===== src/rtl/adc_serial_sampler.sv =====
// Serial-ADC capture engine: track window, 16-period SCLK/CS_n frame, MSB-first shift-in.
// Optional ADC_OVERSAMPLE_EN averages 2**AVG_LOG2 conversions per request.
module adc_serial_sampler #(
    parameter int DATA_BITS    = 12,
    parameter int OUT_BITS     = 8,
    parameter int OUT_LSB      = 0,
    parameter int SCLK_HALF    = 1,
    parameter int TRACK_CYCLES = 14,
    parameter int LEAD_ZEROS   = 3,
    parameter int AVG_LOG2     = 2
) (
    input  logic                clk,
    input  logic                reset,
    input  logic                adc_capture_start,
    output logic                adc_capture_done,
    output logic                data_valid,
    input  logic                data_ready,
    output logic [OUT_BITS-1:0] pixel_data,
    output logic                busy,
    output logic                overrun,
    input  logic                sdata,
    output logic                sclk,
    output logic                cs_n
);

    localparam int TW      = (TRACK_CYCLES > 1) ? $clog2(TRACK_CYCLES) : 1;
    localparam int SW      = (SCLK_HALF > 1) ? $clog2(SCLK_HALF) : 1;
    localparam int TRAIL_P = 16 - LEAD_ZEROS - DATA_BITS;

    typedef enum logic [2:0] {
        S_IDLE,
        S_TRACK,
        S_ZEROS,
        S_READ,
        S_TRAIL,
        S_HOLD
    } state_t;

    state_t               r_state, w_state_n;
    logic [TW-1:0]        r_timer, w_timer_n;
    logic [SW-1:0]        r_sub, w_sub_n;
    logic [4:0]           r_hp, w_hp_n;
    logic [DATA_BITS-1:0] r_shift, w_shift_n;
    logic                 r_sclk, w_sclk_n;
    logic                 r_cs_n, w_cs_n_n;
    logic                 r_done, w_done_n;
    logic                 r_valid, w_valid_n;
    logic [OUT_BITS-1:0]  r_pix, w_pix_n;
    logic                 r_busy;
    logic                 r_overrun, w_overrun_n;
    logic                 r_pending, w_pending_n;
    logic                 w_in_frame, w_sub_end, w_per_end;
    logic                 w_accept, w_frame_end, w_req, w_final;
    logic [3:0]           w_per;

`ifdef ADC_OVERSAMPLE_EN
    localparam int AW = DATA_BITS + AVG_LOG2;
    localparam int CW = (AVG_LOG2 > 0) ? AVG_LOG2 : 1;
    logic [AW-1:0] r_acc, w_acc_n, w_sum, w_avg;
    logic [CW-1:0] r_conv, w_conv_n;
    assign w_sum   = r_acc + AW'(w_shift_n);
    assign w_avg   = w_sum >> AVG_LOG2;
    assign w_final = (r_conv == CW'((1 << AVG_LOG2) - 1));
`else
    logic w_unused_cfg;
    assign w_unused_cfg = ^AVG_LOG2;
    assign w_final      = 1'b1;
`endif

    assign w_in_frame = r_state inside {S_ZEROS, S_READ, S_TRAIL};
    assign w_sub_end  = (r_sub == SW'(SCLK_HALF - 1));
    assign w_per_end  = w_in_frame && w_sub_end && r_hp[0];
    assign w_per      = r_hp[4:1];
    assign w_accept   = (r_state == S_HOLD) && data_ready;
    // sample in the last clk of each high phase, just before the falling edge
    assign w_shift_n  = ((r_state == S_READ) && w_per_end)
                      ? {r_shift[DATA_BITS-2:0], sdata} : r_shift;

    always_comb begin
        w_state_n   = r_state;
        w_timer_n   = r_timer;
        w_sub_n     = r_sub;
        w_hp_n      = r_hp;
        w_sclk_n    = r_sclk;
        w_cs_n_n    = r_cs_n;
        w_done_n    = 1'b0;
        w_valid_n   = r_valid;
        w_pix_n     = r_pix;
        w_overrun_n = 1'b0;
        w_pending_n = r_pending;
        w_frame_end = 1'b0;
        w_req       = 1'b0;
`ifdef ADC_OVERSAMPLE_EN
        w_acc_n     = r_acc;
        w_conv_n    = r_conv;
`endif
        if (adc_capture_start && (r_state != S_IDLE) && !w_accept) begin
            if (r_pending) w_overrun_n = 1'b1;
            else           w_pending_n = 1'b1;
        end

        unique case (r_state)
            S_IDLE: w_req = adc_capture_start;
            S_TRACK: begin
                w_timer_n = r_timer - 1'b1;
                if (r_timer == '0) begin
                    w_state_n = (LEAD_ZEROS == 0) ? S_READ : S_ZEROS;
                    w_cs_n_n  = 1'b0;
                    w_sclk_n  = 1'b0;
                    w_sub_n   = '0;
                    w_hp_n    = '0;
                    w_done_n  = w_final;
                end
            end
            S_ZEROS, S_READ, S_TRAIL: begin
                if (w_sub_end) begin
                    w_sub_n  = '0;
                    w_hp_n   = r_hp + 1'b1;
                    w_sclk_n = ~r_sclk;
                end else begin
                    w_sub_n  = r_sub + 1'b1;
                end
                if (w_per_end) begin
                    if (r_state == S_ZEROS && w_per == 4'(LEAD_ZEROS - 1))
                        w_state_n = S_READ;
                    if (r_state == S_READ
                        && w_per == 4'(LEAD_ZEROS + DATA_BITS - 1)) begin
                        if (TRAIL_P == 0) w_frame_end = 1'b1;
                        else              w_state_n   = S_TRAIL;
                    end
                    if (r_state == S_TRAIL && w_per == 4'd15)
                        w_frame_end = 1'b1;
                end
            end
            S_HOLD: begin
                if (w_accept) begin
                    w_valid_n = 1'b0;
                    // a start on the accept cycle is served immediately
                    if (r_pending || adc_capture_start) begin
                        w_req       = 1'b1;
                        w_pending_n = r_pending && adc_capture_start;
                    end else begin
                        w_state_n   = S_IDLE;
                    end
                end
            end
            default: w_state_n = S_IDLE;
        endcase

        if (w_frame_end) begin
            w_cs_n_n = 1'b1;
            w_sclk_n = 1'b1;
            if (w_final) begin
                w_state_n = S_HOLD;
                w_valid_n = 1'b1;
`ifdef ADC_OVERSAMPLE_EN
                w_pix_n   = w_avg[OUT_LSB+OUT_BITS-1:OUT_LSB];
`else
                w_pix_n   = w_shift_n[OUT_LSB+OUT_BITS-1:OUT_LSB];
`endif
            end else begin
                w_state_n = S_TRACK;
                w_timer_n = TW'(TRACK_CYCLES - 1);
`ifdef ADC_OVERSAMPLE_EN
                w_conv_n  = r_conv + 1'b1;
                w_acc_n   = w_sum;
`endif
            end
        end

        if (w_req) begin
            w_state_n = S_TRACK;
            w_timer_n = TW'(TRACK_CYCLES - 1);
`ifdef ADC_OVERSAMPLE_EN
            w_acc_n   = '0;
            w_conv_n  = '0;
`endif
        end
    end

    always_ff @(posedge clk) begin
        if (reset) begin
            r_state   <= S_IDLE;
            r_timer   <= '0;
            r_sub     <= '0;
            r_hp      <= '0;
            r_shift   <= '0;
            r_sclk    <= 1'b1;
            r_cs_n    <= 1'b1;
            r_done    <= 1'b0;
            r_valid   <= 1'b0;
            r_pix     <= '0;
            r_busy    <= 1'b0;
            r_overrun <= 1'b0;
            r_pending <= 1'b0;
`ifdef ADC_OVERSAMPLE_EN
            r_acc     <= '0;
            r_conv    <= '0;
`endif
        end else begin
            r_state   <= w_state_n;
            r_timer   <= w_timer_n;
            r_sub     <= w_sub_n;
            r_hp      <= w_hp_n;
            r_shift   <= w_shift_n;
            r_sclk    <= w_sclk_n;
            r_cs_n    <= w_cs_n_n;
            r_done    <= w_done_n;
            r_valid   <= w_valid_n;
            r_pix     <= w_pix_n;
            r_busy    <= (w_state_n != S_IDLE);
            r_overrun <= w_overrun_n;
            r_pending <= w_pending_n;
`ifdef ADC_OVERSAMPLE_EN
            r_acc     <= w_acc_n;
            r_conv    <= w_conv_n;
`endif
        end
    end

    assign adc_capture_done = r_done;
    assign data_valid       = r_valid;
    assign pixel_data       = r_pix;
    assign busy             = r_busy;
    assign overrun          = r_overrun;
    assign sclk             = r_sclk;
    assign cs_n             = r_cs_n;

endmodule


===== config.mk =====
export PLATFORM = sky130hd
export DESIGN_NAME = adc_serial_sampler
export DESIGN_NICKNAME = d
export VERILOG_FILES = /design/src/rtl/adc_serial_sampler.sv
export SDC_FILE = /design/constraint.sdc
export NUM_CORES = 1
export LEC_CHECK = 0
export CORE_ASPECT_RATIO = 2
export CORE_UTILIZATION = 45
export CTS_CLUSTER_DIAMETER = 200
export DETAILED_ROUTE_END_ITERATION = 7
export PLACE_DENSITY = 0.78
export SYNTH_ARGS = -nofsm -noshare
export SYNTH_HDL_FRONTEND = slang
export SYNTH_SLANG_ARGS = --single-unit

===== constraint.sdc =====
create_clock -name clk -period 1.85 [get_ports clk]
set_input_delay 0.2775 -clock clk [delete_from_list [all_inputs] [get_ports clk]]
set_output_delay 0.2775 -clock clk [all_outputs]
set_load 0.02 [all_outputs]

==> results of run 1 <==
==> state kept, by name, summed over array words and instances (netlist names) <==
| name | cells |
|---|---|
| pixel_data | 8 |
| sclk | 1 |
| r_hp | 5 |
| r_shift | 8 |
| r_timer | 4 |
| cs_n | 1 |
| adc_capture_done | 1 |
| overrun | 1 |
| data_valid | 1 |
| r_pending | 1 |
| r_state | 3 |
| busy | 1 |
==> metrics by stage <==
| step | cell area [µm²] | total power [W] |
|---|---|---|
| global placement | 1800 | 0.00118 |
| CTS | 1920 | 0.00191 |
| detailed placement | 1800 | 0.00120 |
| finish | 1930 | 0.00191 |
| floorplan | 1560 | 0.00108 |
| global route | 1930 | 0.00199 |
==> logic make-up (layout without fill, tap and decap cells) <==
kind of cell	count (synthesis)	after routing
AOI/OAI and AO/OA	47	47
xor gates and xnor gates	4	4
adders and majority gates	3	3
DFF	35	35
muxes	2	2
and+or+nand+nor	62	62
buffers and inverters	15	43
==> power by group through the flow <==
| stage | combinational [W] | sequential (W) | clock, W |
|---|---|---|---|
| global placement | 0.000319 | 0.000858 | 0 |
| finish | 0.000350 | 0.000846 | 0.000715 |
| detailed placement | 0.000335 | 0.000862 | 0 |
| floorplan | 0.000214 | 0.000862 | 0 |
| global route | 0.000382 | 0.000852 | 0.000756 |
| CTS | 0.000341 | 0.000845 | 0.000725 |
==> repair_timing <==
| action | 4_1_cts | 5_1_grt |
|---|---|---|
| resized for setup | 1 | 4 |
| setup endpoints to repair | 2 | 2 |
| cloned | 0 | 0 |
| hold buffers | 0 | 0 |
==> cells in the final DEF (no fill, tap or decap), types with 2 or more instances in the layout <==
cell	Yosys	routed
a211oi_1	4	3
a21oi_1	19	19
a41oi_1	3	3
and2_2	2	2
buf_4	2	13
clkbuf_8	2	6
clkdlybuf4s50_1	0	18
dfxtp_1	35	34
ha_1	3	3
inv_1	4	4
mux2i_1	2	2
nand2_1	26	26
nand3_1	3	3
nor2_1	7	7
nor3_1	9	9
nor3b_2	1	2
o2111ai_1	2	2
o21ai_0	2	2
o22a_1	8	8
o31ai_1	2	2
or2_2	2	2
xor2_1	3	3
==> worst reg2reg max path: stages, from the launching register on <==
cell and delay, ns:
dfxtp_1 0.59, nand4b_4 0.14, or3_4 0.40, a221o_1 0.32, a41oi_1 0.18
==> final cells by class <==
type                            instances  area (µm²)
Fill cell                             310        1410
Tap cell                               32        40.0
Clock inverter                          2        35.0
Sequential cell                        35         702
Inverter                                4        15.0
Clock buffer                            6        82.6
Timing Repair Buffer                   31         278
Multi-Input combinational cell        118         782
==> per-layer routing <==
metal / GRT usage (%) / up-vias
met2: 36.6 / 42
met1: 20.4 / 656
met4: 10.2 / 0
met3: 5.74 / 6
li1: - / 657
met5: 0 / -
==> worst min-delay path by stage <==
stage	from	end	slack [ns]
2_1_floorplan	adc_capture_start	overrun	0.43
3_3_place_gp	cs_n	cs_n	0.44
3_5_place_dp	cs_n	cs_n	0.44
4_1_cts	cs_n	cs_n	0.45
5_1_grt	cs_n	cs_n	0.46
6_report	cs_n	cs_n	0.45
==> flow_summary.yaml, run 1 <==
status:
  status: "completed"
critical_path:
  reg2reg_setup_slack_ns: 0.14
  path_buf_inv: 0
  startpoint: "r_state[0]"
  critical_path_arrival_ns: 1.93
  startpoint_type: "register"
  cp-endpoint: "busy"
  r2r.worst_path.cells: 4
  timing.rr.start: "r_state[0]"
  critPathSlowestCell: "dfxtp_1"
  worst_setup_path_end_kind: "register"
  crit_chain: "nand4b_4 -> or3_4 -> a221o_1 -> a41oi_1"
  required_ns: 2.07
  cp_top_family: "flip-flops"
  max_stage_delay_ns: 0.59
  reg2reg_to: "busy"
  path_max_fanout: 9
  crit_cells: 4
  critPathKind: "register to register"
clock_tree:
  cts_sinks: 35
  cts_buffers: 5
  cts_tree: "done"
  max-clock-path-buffers: 2
  path_clk_slew_ns: 0.07
  cts_setup_buffers: 0
  clk_latency_ns: 0.29
  htree_num_levels: 2
  ctsRootBufferMaster: "clkbuf_8"
power_and_ir_drop:
  p_sw_share_pct: 26.8
  pwr-share-comb_pct: 18.3
  switchingPower_w: 0.000512
  p_clk_share_pct: 37.4
  internal_power_w: 0.00140
  ir_drop_v: 0.00107
  cellPowerDensity_nw_per_um2: 988
  p_seq_share_pct: 44.3
  p_leak_nw: 0.796
global_route:
  grt_pass1_vias: 1349
  grt_max_degree: 12
  grt_antenna_before_repair: 0
  grt-ovfl-total: 0
  track_usage_pct: 20.5
  grt_pass1_wl_mm: 5.77
min_path:
  hold_depth: 2
  holdCritPathClass: "register to register"
routing:
  via_count: 1361
  drc_errors: 0
  drt_iter0_drc: 29
  via_per_inst: 5.97
  drt-total-wl_mm: 3.41
  first_pass_iters: 4
  ant_nets: 0
  top_layer: "met4"
  wl_per_cell_um: 14.9
  wl_met1_mm: 1.24
  wl_met2_mm: 1.97
  met3_length_um: 139
synth:
  yosysTopAreaCell: "dfxtp_1"
  synth_compound_area_share_pct: 20.5
  syn-cell-area_um2: 1560
  synth.area.mux_share_pct: 1.28
  synth_simple_gate_area_share_pct: 22.3
  synthAdderAreaFrac_pct: 2.40
  yosysTopAreaCellShare_pct: 44.8
  yosys_warnings: 0
  synth_edf_count: 0
  synthXorXnorAreaFrac_pct: 2.24
  synth_top_family_by_area: "simple AND/OR/NAND/NOR gates"
  syn_area_per_cell_um2: 9.31
  postSynthCellCount: 168
  ys_top_cells_by_area: "dfxtp_1, nand2_1, a21oi_1"
  synth.most_common_cell: "dfxtp_1"
  syn_nets: 176
  async_reset_ff_share_pct: 0
  ys_seq_area_share_pct: 44.8
  ys_seq_elements: 35
  yosysUniqueCellTypes: 44
  yosys-top-cells-count: "dfxtp_1, nand2_1, a21oi_1, nor3_1, o22a_1"
  synthFlopType: "dfxtp_1"
timing:
  skew_ns: 0.00920
  slew_headroom_pct: 70.7
  hold_ws_ns: 0.446
  hold_viol_final: 0
  fin_ws_ns: 0.136
  fmax_mhz: 583
  period_needed_ns: 1.71
  rsz0062_at_grt: "false"
  tightest_slew_ns: 0.438
  period_share_pct: 92.7
  slew_violations: 0
  setup_violations: 0
  fin_setup_tns_ns: 0
finish:
  drive_above_1_share_pct: 18.4
  fin_cells: 228
  area_growth_pct: 23.7
  diodes: 0
  post-route-util_pct: 57.9
  layout.nets: 203
place:
  place.gp.congestion: 0.840
  dp_hpwl_mm: 2.55
  portBuffers: 18
  dp.cells: 220
  pre_cts_slack_ns: -0.0448
floorplan:
  die_w_um: 43.7
  die-area_um2: 3730
  die_h_um: 85.4
  start_util_pct: 46.8
  num_rows: 30
  core_um2: 3340
  ios: 19
flow_run:
  drv_cap: 0
Power figures use the tool's default switching activity.
==> run 2: changes to the inputs <==
Settings changed: CORE_UTILIZATION 45 to 33, PLACE_DENSITY 0.78 to 0.63.
==> flow_summary.yaml, run 2 (synthesis gave the netlist of run 1 again) <==
status:
  status: "completed"
routing:
  drt-total-wl_mm: 3.25
  wl_per_cell_um: 12.6
  via_per_inst: 5.12
  ant_nets: 0
  first_pass_iters: 4
  drt_iter0_drc: 10
  drc_errors: 0
  via_count: 1327
critical_path:
  critPathKind: "register to register"
  startpoint_type: "register"
  worst_setup_path_end_kind: "register"
  reg2reg_setup_slack_ns: 0.19
  critical_path_arrival_ns: 1.87
  path_max_fanout: 8
  required_ns: 2.06
finish:
  diodes: 0
  post-route-util_pct: 43.1
  final_common_cell: "dfxtp_1"
  layout.nets: 211
  final_cell_mix: "dfxtp_1, nand2_1, buf_4, a21oi_1, clkdlybuf4s50_1"
  drive_above_1_share_pct: 20.1
  area_growth_pct: 26.8
power_and_ir_drop:
  p_leak_nw: 0.813
  ir_drop_v: 0.000764
  cellPowerDensity_nw_per_um2: 886
timing:
  rsz0062_at_grt: "false"
  skew_ns: 0.00885
  hold_ws_ns: 0.451
  fmax_mhz: 603
  tightest_slew_ns: 0.443
  slew_violations: 0
  slew_headroom_pct: 70.5
  hold_viol_final: 0
  period_needed_ns: 1.66
  period_share_pct: 89.7
  setup_violations: 0
floorplan:
  core_um2: 4600
  start_util_pct: 34.0
  ios: 19
  die-area_um2: 5040
  die_h_um: 99.4
  die_w_um: 50.7
  num_rows: 35
global_route:
  grt-ovfl-total: 0
  grt_pass1_vias: 1288
  grt_max_degree: 14
  grt_pass1_wl_mm: 5.43
  grt_antenna_before_repair: 0
  track_usage_pct: 14.6
min_path:
  holdCritPathClass: "register to register"
clock_tree:
  path_clk_slew_ns: 0.08
  htree_num_levels: 2
  cts_buffers: 5
  ctsHoldBuffers: 0
  clk_latency_ns: 0.29
  cts_tree: "done"
  max-clock-path-buffers: 2
  cts_sinks: 35
  cts_setup_buffers: 0
  ctsRootBufferMaster: "clkbuf_8"
place:
  dp_hpwl_mm: 2.46
  portBuffers: 18
  place.gp.congestion: 0.817
flow_run:
  drv_cap: 0
## run 2: timing repair
action | in CTS | in global routing
resized for setup | 0 | 1
endpoints found under the setup margin | 0 | 4
endpoints found under the hold margin | 0 | 0
## run 2: path summary, 6_finish.rpt
check / to / cells after the start / from
max reg2reg: busy / 4 / r_state[1]
min reg2reg: cs_n / 2 / cs_n
max: busy / 4 / r_state[1]
min: cs_n / 2 / cs_n
## run 2: worst max-delay path, cell delays in order (launching register included)
cell	delay (ns)
dfxtp_1	0.55
nand4b_4	0.14
or3_4	0.39
a221o_1	0.33
a41oi_1	0.17
## run 2: where the power goes
part / leakage [nW] / switching [W] / internal [W]
Combinational: 0.485 / 0.000180 / 0.000186
Sequential: 0.284 / 0.0000425 / 0.000796
Clock: 0.0443 / 0.000283 / 0.000268
Total: 0.813 / 0.000505 / 0.00125
## run 2: per-layer routing
layer / part of all wire [%] / vias to the layer above / global-route usage, %
li1: - / 677 / -
met1: 38 / 621 / 13.2
met2: 56 / 20 / 27.5
met3: 2.9 / 9 / 3.21
met4: 3.4 / 0 / 9.62
met5: 0 / - / 0
## run 2: through the flow
step	instance area, µm²	power (W)	cells	worst slack [ns]	setup TNS [ns]
after floorplan	1560	0.00108	168	0.298	0
after global placement	1880	0.00122	251	-0.00119	-0.00119
after detailed placement	1880	0.00122	251	-0.0253	-0.0253
after CTS	1980	0.00178	259	0.0276	0
after global routing	1980	0.00186	259	0.117	0
final	1980	0.00176	259	0.191	0
## run 2: cell type report
cell class              count  area, µm²
fillers                   469       2620
multi-input cells         118        767
flip-flops and latches     35        701
repair buffers             39        338
clock buffers               5       68.8
well taps                  55       68.8
clock inverters             3       25.0
inverters                   4       15.0
==> run 3: changes to the inputs <==
Settings changed: ABC_AREA from default to 0.
==> results of run 3 <==
No change in the layout: final DEF, timing and power equal those of run 2.
